**src/rtl/piso_tx.sv**
```systemverilog
// Parallel-in/serial-out transmitter.
// Takes a W-bit word over a valid/ready handshake and sends it one bit per clock,
// with frame and last-bit strobes. Back-to-back words leave no idle gap.
// Every output comes straight from a flop, so no input reaches an output combinationally.
module piso_tx #(
    parameter int W         = 8,
    parameter bit MSB_FIRST = 1'b1
) (
    input  logic         clk,
    input  logic         rn,
    input  logic [W-1:0] din,
    input  logic         load_valid,
    output logic         load_ready,
    output logic         sout,
    output logic         sframe,
    output logic         slast
);

    localparam int CW = $clog2(W);
    localparam logic [CW-1:0] LAST_IDX = CW'(W - 1);

    typedef enum logic {
        IDLE  = 1'b0,
        SHIFT = 1'b1
    } state_t;

    state_t         r_state;
    state_t         w_stateNext;
    logic [W-1:0]   r_shift;
    logic [W-1:0]   w_shiftNext;
    logic [W-1:0]   w_shifted;
    logic [CW-1:0]  r_cnt;
    logic [CW-1:0]  w_cntNext;
    logic [CW-1:0]  w_cntInc;
    logic           r_sout;
    logic           r_sframe;
    logic           r_slast;
    logic           r_ready;
    logic           w_soutNext;
    logic           w_sframeNext;
    logic           w_slastNext;
    logic           w_readyNext;
    logic           w_accept;

    // A word is taken only when the source offers one and we advertised readiness.
    assign w_accept = load_valid & r_ready;
    assign w_cntInc = r_cnt + CW'(1);

    // Move the shift register one place toward the transmitting end.
    always_comb begin
        if (MSB_FIRST) begin
            w_shifted = {r_shift[W-2:0], 1'b0};
        end else begin
            w_shifted = {1'b0, r_shift[W-1:1]};
        end
    end

    // Next-state and registered-output decode; idle values are the defaults.
    always_comb begin
        w_stateNext  = r_state;
        w_shiftNext  = r_shift;
        w_cntNext    = r_cnt;
        w_soutNext   = 1'b0;
        w_sframeNext = 1'b0;
        w_slastNext  = 1'b0;
        w_readyNext  = 1'b1;
        case (r_state)
            IDLE: begin
                if (w_accept) begin
                    w_stateNext  = SHIFT;
                    w_shiftNext  = din;
                    w_cntNext    = '0;
                    w_soutNext   = MSB_FIRST ? din[W-1] : din[0];
                    w_sframeNext = 1'b1;
                    w_readyNext  = 1'b0;
                end
            end
            SHIFT: begin
                if (r_cnt != LAST_IDX) begin
                    w_shiftNext  = w_shifted;
                    w_cntNext    = w_cntInc;
                    w_soutNext   = MSB_FIRST ? w_shifted[W-1] : w_shifted[0];
                    w_sframeNext = 1'b1;
                    w_slastNext  = (w_cntInc == LAST_IDX);
                    w_readyNext  = (w_cntInc == LAST_IDX);
                end else if (w_accept) begin
                    w_shiftNext  = din;
                    w_cntNext    = '0;
                    w_soutNext   = MSB_FIRST ? din[W-1] : din[0];
                    w_sframeNext = 1'b1;
                    w_readyNext  = 1'b0;
                end else begin
                    w_stateNext = IDLE;
                end
            end
            default: begin
                w_stateNext = IDLE;
            end
        endcase
    end

    // State, datapath and output flops; reset drops everything at once.
    always_ff @(posedge clk or negedge rn) begin
        if (!rn) begin
            r_state  <= IDLE;
            r_shift  <= '0;
            r_cnt    <= '0;
            r_sout   <= 1'b0;
            r_sframe <= 1'b0;
            r_slast  <= 1'b0;
            r_ready  <= 1'b0;
        end else begin
            r_state  <= w_stateNext;
            r_shift  <= w_shiftNext;
            r_cnt    <= w_cntNext;
            r_sout   <= w_soutNext;
            r_sframe <= w_sframeNext;
            r_slast  <= w_slastNext;
            r_ready  <= w_readyNext;
        end
    end

    assign load_ready = r_ready;
    assign sout       = r_sout;
    assign sframe     = r_sframe;
    assign slast      = r_slast;

endmodule

```
**config.mk**
```make
export PLATFORM = sky130hd
export DESIGN_NAME = piso_tx
export DESIGN_NICKNAME = d
export VERILOG_FILES = /design/src/rtl/piso_tx.sv
export SDC_FILE = /design/constraint.sdc
export NUM_CORES = 1
export LEC_CHECK = 0
export BUFFER_PORTS_ARGS = -buffer_cell sky130_fd_sc_hd__clkbuf_2
export CELL_PAD_IN_SITES_DETAIL_PLACEMENT = 1
export CELL_PAD_IN_SITES_GLOBAL_PLACEMENT = 1
export CORE_UTILIZATION = 38
export CTS_BUF_LIST = sky130_fd_sc_hd__clkbuf_4
export DETAILED_ROUTE_END_ITERATION = 16
export PLACE_DENSITY = 0.76
export SLEW_MARGIN = 20
export SYNTH_ARGS = -nofsm -noshare
export SYNTH_HDL_FRONTEND = slang
export SYNTH_SLANG_ARGS = --single-unit
```
**constraint.sdc**
```tcl
create_clock -name clk -period 1.5 [get_ports clk]
set_clock_uncertainty 0.2 [all_clocks]
set_input_delay 0.15 -clock clk [delete_from_list [all_inputs] [get_ports clk]]
set_output_delay 0.15 -clock clk [all_outputs]
set_load 0.02 [all_outputs]
```
### Yosys cells after proc, flatten, opt, wreduce, memory -nomap -nowiden

Cells that the tools add are included.

* flip-flop bits (word level): 15
* latch bits: 0
* memory bits (writable): 0
* memory bits (read-only): 0
* input bits: 11
* output and inout port bits: 4
* memories: 0

* $add $sub $neg: 1
* multiply operators: 0
* div/mod/pow operators: 0
* order comparisons: 0
* eq/ne operators: 2
* shift-type cells: 0
* muxes and demuxes: 17
* bitwise logic cells: 2
* reductions and logical operators: 0

Operator list (number)
* 8-bit 2-to-1 mux: 2
* 8-bit case mux with 2 select lines: 1
* 1-bit 2-to-1 mux: 8
* 3-bit 2-to-1 mux: 2
* 1-bit case mux with 2 select lines: 3
* 3-bit case mux with 2 select lines: 1
* 3-bit by 1-bit adder with 3-bit output, second input constant: 1
* 3-bit equality test, second input constant: 1
* 3-bit inequality test, second input constant: 1
* 1-bit bitwise AND: 1
* 1-bit NOT: 1

### Depth between registers and ports, before layout

Gate-level depths: netlist of the first run.

* word-level depth: 4
* gate-level depth with buffers: 7
* gate-level depth less buffers: 5

### Worst setup path before layout of the first run

Ideal clock, no wire load.

* path kind: flip-flop to flip-flop
* start point: register r_cnt[1]
* end point: register r_sout (netlist: sout)
* arrival: 1.207 ns
* setup slack: -0.028 ns
* stages on the path, launching flop included: 7
* period minus slack after synthesis: 1.528 ns
* path through: dfrtp_1 > ha_1 > ha_1 > nor2b_4 > buf_6 > nor2_1 > a22o_1

* cells in the longest elaborated chain, start to end: 3

RTL lines
* start: declaration: line 32 `logic [CW-1:0] r_cnt;`
* start signal: assignment: line 115 `r_cnt <= w_cntNext;`
* 3-bit inequality test: line 79 `if (r_cnt != LAST_IDX) begin`
* 1-bit 2-to-1 mux: line 79
* 1-bit case mux with 2 select lines: line 67 `case (r_state)`
* via w_soutNext: line 39 `logic w_soutNext;`
* end signal: assignment: line 116 `r_sout <= w_soutNext;`
* end: declaration: line 35 `logic r_sout;`

The timed path passes the listed nets, and every way through them passes these cells.

### Worst setup path after layout of the first run

* start point: input port load_valid
* end point: register r_shift[1]

* cells in the longest elaborated chain, start to end: 4

RTL lines
* start: declaration: line 12 `input logic load_valid,`
* 1-bit bitwise AND *: line 46 `assign w_accept = load_valid & r_ready;`
* 8-bit 2-to-1 mux *
* 8-bit 2-to-1 mux
* 8-bit case mux with 2 select lines *
* via w_shiftNext[1]: line 30 `logic [W-1:0] w_shiftNext;`
* end signal: assignment: line 114 `r_shift <= w_shiftNext;`
* end: declaration: line 29 `logic [W-1:0] r_shift;`

The timed path passes the listed nets; every way through them passes the cells marked *.

==> results of run 1 <==
-- timing repair --
item                       4_1_cts  5_1_grt
pin swaps                        2        4
hold buffers                     9        1
setup endpoints to repair       11       11
resized for setup                7       18
hold endpoints to repair        22        1
buffers inserted                 1        0
-- per-layer routing --
layer	wire, um	vias up	track usage [%]
met5	0	-	0
met4	0	0	3.64
met3	36	0	5.00
met2	855	9	29.3
met1	691	266	23.5
li1	-	264	-
-- cell families (layout without fill, tap and decap cells) --
logic type / Yosys count / count (layout) / synth area share [%]
buffers and inverters: 4 / 33 / 5.62
flip-flops: 14 / 14 / 52.4
AO/OA/AOI/OAI: 12 / 12 / 10.3
multiplexers: 6 / 6 / 8.99
adder cells (fa/ha/maj): 4 / 4 / 7.49
AND/OR/NAND/NOR: 20 / 20 / 15.2
-- report_power, final --
part | internal, uW | leakage (uW) | switching (uW)
clock network | 96.2 | 0.0000154 | 122
logic | 504 | 0.000299 | 556
registers | 529 | 0.000181 | 133
total | 1130 | 0.000495 | 810
-- layout by cell type (no fill, tap or decap), drive strengths merged --
master / n
clkbuf: 17
dfrtp: 14
nand2: 12
dlygate4sd3: 10
o21ai: 8
mux2i: 6
ha: 4
buf: 4
nand3: 3
or2b: 2
a21oi: 2
inv: 1
nor2b: 1
a31oi: 1
nor2: 1
a22o: 1
and3: 1
clkinv: 1
-- per-stage QoR --
step	setup WS [ns]	instances	utilization [%]
3_3_place_gp	-0.0307	90	47.5
2_1_floorplan	0.00480	60	-
3_5_place_dp	-0.0785	90	47.5
4_1_cts	-0.0191	104	56.6
5_1_grt	-0.0678	105	62.1
6_report	-0.0428	105	62.1
-- sequential cells by signal, indices dropped and copies added (netlist names) --
signal and cells:
load_ready 1, r_cnt 3, r_shift 7, sframe 1
slast 1, sout 1
-- final timing paths --
kind,end
min in group clk,r_shift[2]
max in group asynchronous,sframe
worst min-delay path,r_shift[0]
worst min register to register,r_shift[2]
worst max-delay path,r_shift[1]
worst max register to register,r_cnt[2]
-- worst register-to-register path: cells and delay by family (launching register included) --
family,cells,cell delay [ns]
fa+ha+maj,2,0.35
simple gates,3,0.42
flops,1,0.42
-- layout make-up --
cell class / count / area [um^2]
Fill cell: 166 / 597
Multi-Input combinational cell: 42 / 368
Sequential cell: 14 / 350
Timing Repair Buffer: 28 / 211
Clock buffer: 3 / 22.5
Tap cell: 16 / 20.0
Clock inverter: 1 / 3.75
Inverter: 1 / 3.75
==> run summary, run 1 <==
crit-path max FO: 11
DP HPWL: 988 um
CP cell instances: dlygate4sd3_1, clkbuf_2, nand2_2, mux2i_1, o21ai_2
grt ovf: 0
Bufs and invs on worst path: 2
Yosys Warn Count: 0
first-pass GRT wire length: 2.48 mm
Die W: 43.9 um
largest net degree at the start of global routing: 15
Antenna Violating Nets Remaining: 0
initial antenna violation count: 0
Placed Area: 749 um^2
root buffer cell: clkbuf_4
area grow syn2layout: 46.6%
clk_lat worst skew: 0.27 ns
TNS Setup: -0.0584 ns
Final GP Congestion: 0.723
row count: 14
Ports: 15
number of remaining DRC errors: 2
most area-consuming cells after synthesis: dfrtp_1 (52%), mux2i_1 (9.0%), ha_1 (7.5%)
initial core utilization: 42.4%
clock sink count: 14
Critical Path Start: load_valid
relative slew slack: 75.9%
fin area: 980 um^2
Unique masters post-synth: 18
Seq cells post-synth: 14
router iterations before antenna repair: 9
Clock Pin Slew Worst Setup and Hold Paths: 0.09 ns
Worst EP required: 1.46 ns
WP depth: 5
vias per inst: 5.13
vias in the first global route: 566
Via Count: 539
FF-to-FF setup slack: -0.01 ns
violations in the final reports: design-rule violations, negative setup slack
period utilization: 103%
total wire length: 1.58 mm
Arrival @ worst endpoint: 1.51 ns
Yosys top cell area share: 52.4%
CTS Buffer Depth: 2
final hold slack: 0.114 ns
share of cells above drive strength 1: 47.2%
CP Launch Type: primary input
min setup slack post-route: -0.0428 ns
sequential fraction of the synthesis area: 52.4%
Post-synth ARST share: 100%
Critical Path Sink Type: register
gr usage total: 17.8%
area leader, netlist: dfrtp_1
unrepaired setup endpoints after global routing: true
CTS buffer count: 3
Final #Nets: 105
Pwr Total: 1940 uW
static leakage: 0.000495 uW
syn nets: 75
most frequent cell after synthesis: dfrtp_1
mapped cell area: 668 um^2
maximum vdd drop: 1.07 mV
Inserted Diodes: 0
reg2reg start: r_cnt[0]
Cells after Synth: 60
Hold Vio Cnt, Final: 0
Core ar.: 1580 um^2
CP max-delay cell: dlygate4sd3_1
H-tree Lvls: 1
DR iter-0 viols: 10
CTS tree: yes
Min-Delay Path Class: primary input to async pin
Pins Over Slew Limit: 0
status: finished, violations left
kind of critical path: primary input to register
Period minus WS final: 1.54 ns
Avg Cell Area, Syn: 11.1 um^2
highest clock rate: 648 MHz
Reg2Reg Depth: 5
Die ar.: 1930 um^2
final setup violation count: 3
CP top delay family: buffers and inverters
Top FF cell, synth: dfrtp_1
port bufs: 14
Post-synth EDFFs: 0
Max-cap violations: 0
P per Cell Area: 1980 nW/um^2
commonest cells in the netlist: dfrtp_1 (14), nand2_1 (11), mux2i_1 (6)
Die Y: 43.9 um
Max stage delay on crit path: 0.55 ns
wire per inst: 15.1 um
Worst Max-Slew Pin Slew: 0.361 ns
No activity file was read; power rests on OpenSTA's default activity.
==> run 2: changes to the inputs <==
Settings changed: PLACE_DENSITY 0.76 to default, PLACE_DENSITY_LB_ADDON from default to 0.1.
==> run 2 against run 1 <==
The run ends with negative setup slack left. Combinational power grew 4%. Cell area grew 0.38%. Sequential power is essentially flat. Register-to-register slack lost 0.08 ns. Critical path type is now register to register. Largest cell class is now flip-flops and latches.
==> run summary, run 2 (synthesized netlist as in run 1, its figures left out) <==
gr usage total: 19.1% (+1.3 points)
final setup violation count: 11 (+8)
Ports: 15 (unchanged)
CP max-delay cell: dfrtp_1
maximum vdd drop: 1.28 mV (+19%)
unrepaired setup endpoints after global routing: true
Core Util, Final: 62.4% (+0.24 points)
Inserted Diodes: 0 (unchanged)
max layer used: met3
relative slew slack: 75.8% (-0.14 points)
first-pass GRT wire length: 2.57 mm (+3.6%)
clock sink count: 14 (unchanged)
CTS buffer count: 3 (unchanged)
grt ovf: 0 (unchanged)
root buffer cell: clkbuf_4
DP HPWL: 993 um (+0.52%)
Min-Delay Path Class: primary input to async pin
Core ar.: 1580 um^2 (unchanged)
Bufs and invs on worst path: 3 (+1)
Largest regs: r_shift: 7 flops, r_cnt: 3 flops
row count: 14 (unchanged)
vias per inst: 5.33 (+3.9%)
number of remaining DRC errors: 0 (-2)
Via Count: 576 (+6.9%)
Final #Nets: 108 (+2.9%)
met2 wire len: 865 um (+1.2%)
clk_lat worst skew: 0.29 ns (+0.02 ns)
kind of critical path: register to register
Die ar.: 1930 um^2 (unchanged)
vias in the first global route: 592 (+4.6%)
commonest non-fill, non-tap cells in the layout: clkbuf_2 (14), dfrtp_1 (14), dlygate4sd3_1 (10), nand2_1 (7), mux2i_1 (6)
Period minus WS final: 1.59 ns (+0.0494 ns)
highest clock rate: 628 MHz (-3.1%)
metal3 WL: 53 um (+47%)
CP top delay family: flip-flops
Die Y: 43.9 um (unchanged)
period utilization: 106% (+3.3 points)
CTS Buffer Depth: 2 (unchanged)
Clock Pin Slew Worst Setup and Hold Paths: 0.10 ns (about the same)
total wire length: 1.72 mm (+8.9%)
initial core utilization: 42.4% (unchanged)
crit-path max FO: 2 (-9)
violations in the final reports: negative setup slack
Seq. cell area: 350 um^2 (unchanged)
largest net degree at the start of global routing: 15 (unchanged)
WL met1: 804 um (+16%)
status: finished, violations left
static leakage: 0.000501 uW (+1.2%)
Final GP Congestion: 0.746 (+3.2%)
CP Launch Type: register
Arrival @ worst endpoint: 1.57 ns (+0.06 ns)
wire per inst: 16.0 um (+5.9%)
area grow syn2layout: 47.2%
Worst Max-Slew Pin Slew: 0.363 ns (+0.00215 ns)
Critical Path Sink Type: register
share of cells above drive strength 1: 43.5% (-3.7 points)
Pins Over Slew Limit: 0 (unchanged)
TNS Setup: -0.484 ns (-0.426 ns)
FF-to-FF setup slack: -0.09 ns (-0.08 ns)
Hold Vio Cnt, Final: 0 (unchanged)
Layout fillers: 170 (+2.4%)
CP cell instances: buf_4, buf_4, buf_4, ha_1, a21oi_2, a31oi_1
DR iter-0 viols: 8 (-2)
Worst EP required: 1.47 ns (about the same)
multi-input combinational cell area: 349 um^2 (-5.1%)
Die W: 43.9 um (unchanged)
min setup slack post-route: -0.0922 ns (-0.0494 ns)
Max stage delay on crit path: 0.43 ns (-0.12 ns)
most used cell along the critical path: buf_4
router iterations before antenna repair: 6 (-3)
Antenna Violating Nets Remaining: 0 (unchanged)
Max-cap violations: 0 (unchanged)
max FFs per register: 7 (unchanged)
H-tree Lvls: 1 (unchanged)
port bufs: 14 (unchanged)
initial antenna violation count: 0 (unchanged)
Reg with most FFs: r_shift
CTS tree: yes
P per Cell Area: 2040 nW/um^2 (+2.9%)
==> run 2: final timing paths <==
kind | start | end | depth (start not counted)
max in group asynchronous | rn | r_shift[2] | 2
min | rn | sframe | 2
min reg2reg | r_shift[6] | sout | 1
min in group clk | r_shift[6] | sout | 1
max reg2reg | r_cnt[1] | load_ready | 6
max | r_cnt[1] | load_ready | 6
==> run 2: layout make-up <==
class	count	area share, %
inverters	1	0.382
repair buffers	31	23.8
well taps	16	2.04
clock inverters	1	0.382
multi-input cells	42	35.5
flip-flops and latches	14	35.6
clock buffers	3	2.29
==> run 2: through the flow <==
step	power (uW)	instances	hold WS, ns	worst slack [ns]	cell area [um^2]
global placement	1380	91	-0.122	-0.0267	757
global route	2130	108	0.125	-0.120	983
detailed placement	1410	91	-0.123	-0.119	757
CTS	1760	107	0.105	-0.0405	915
floorplan	1200	60	-0.346	0.00480	671
finish	2000	108	0.100	-0.0922	983
==> run 2: timing repair <==
| action | 4_1_cts | 5_1_grt |
|---|---|---|
| gates cloned | 1 | 0 |
| setup buffers | 1 | 1 |
| resized for setup | 6 | 15 |
| hold endpoints to repair | 23 | 0 |
| endpoints found under the setup margin | 12 | 13 |
| hold buffers | 10 | 0 |
| pin swaps | 2 | 6 |
==> run 2: metal layers <==
metal  vias up  track usage [%]
li1        269                -
met1       293             23.3
met2        14             32.2
met3         0             3.75
met4         0             9.09
met5         -                0
==> run 2: report_power, final <==
part	internal, uW	switching [uW]	leakage (uW)
combinational	536	563	0.000305
clock	96.6	148	0.0000154
sequential	528	132	0.000181
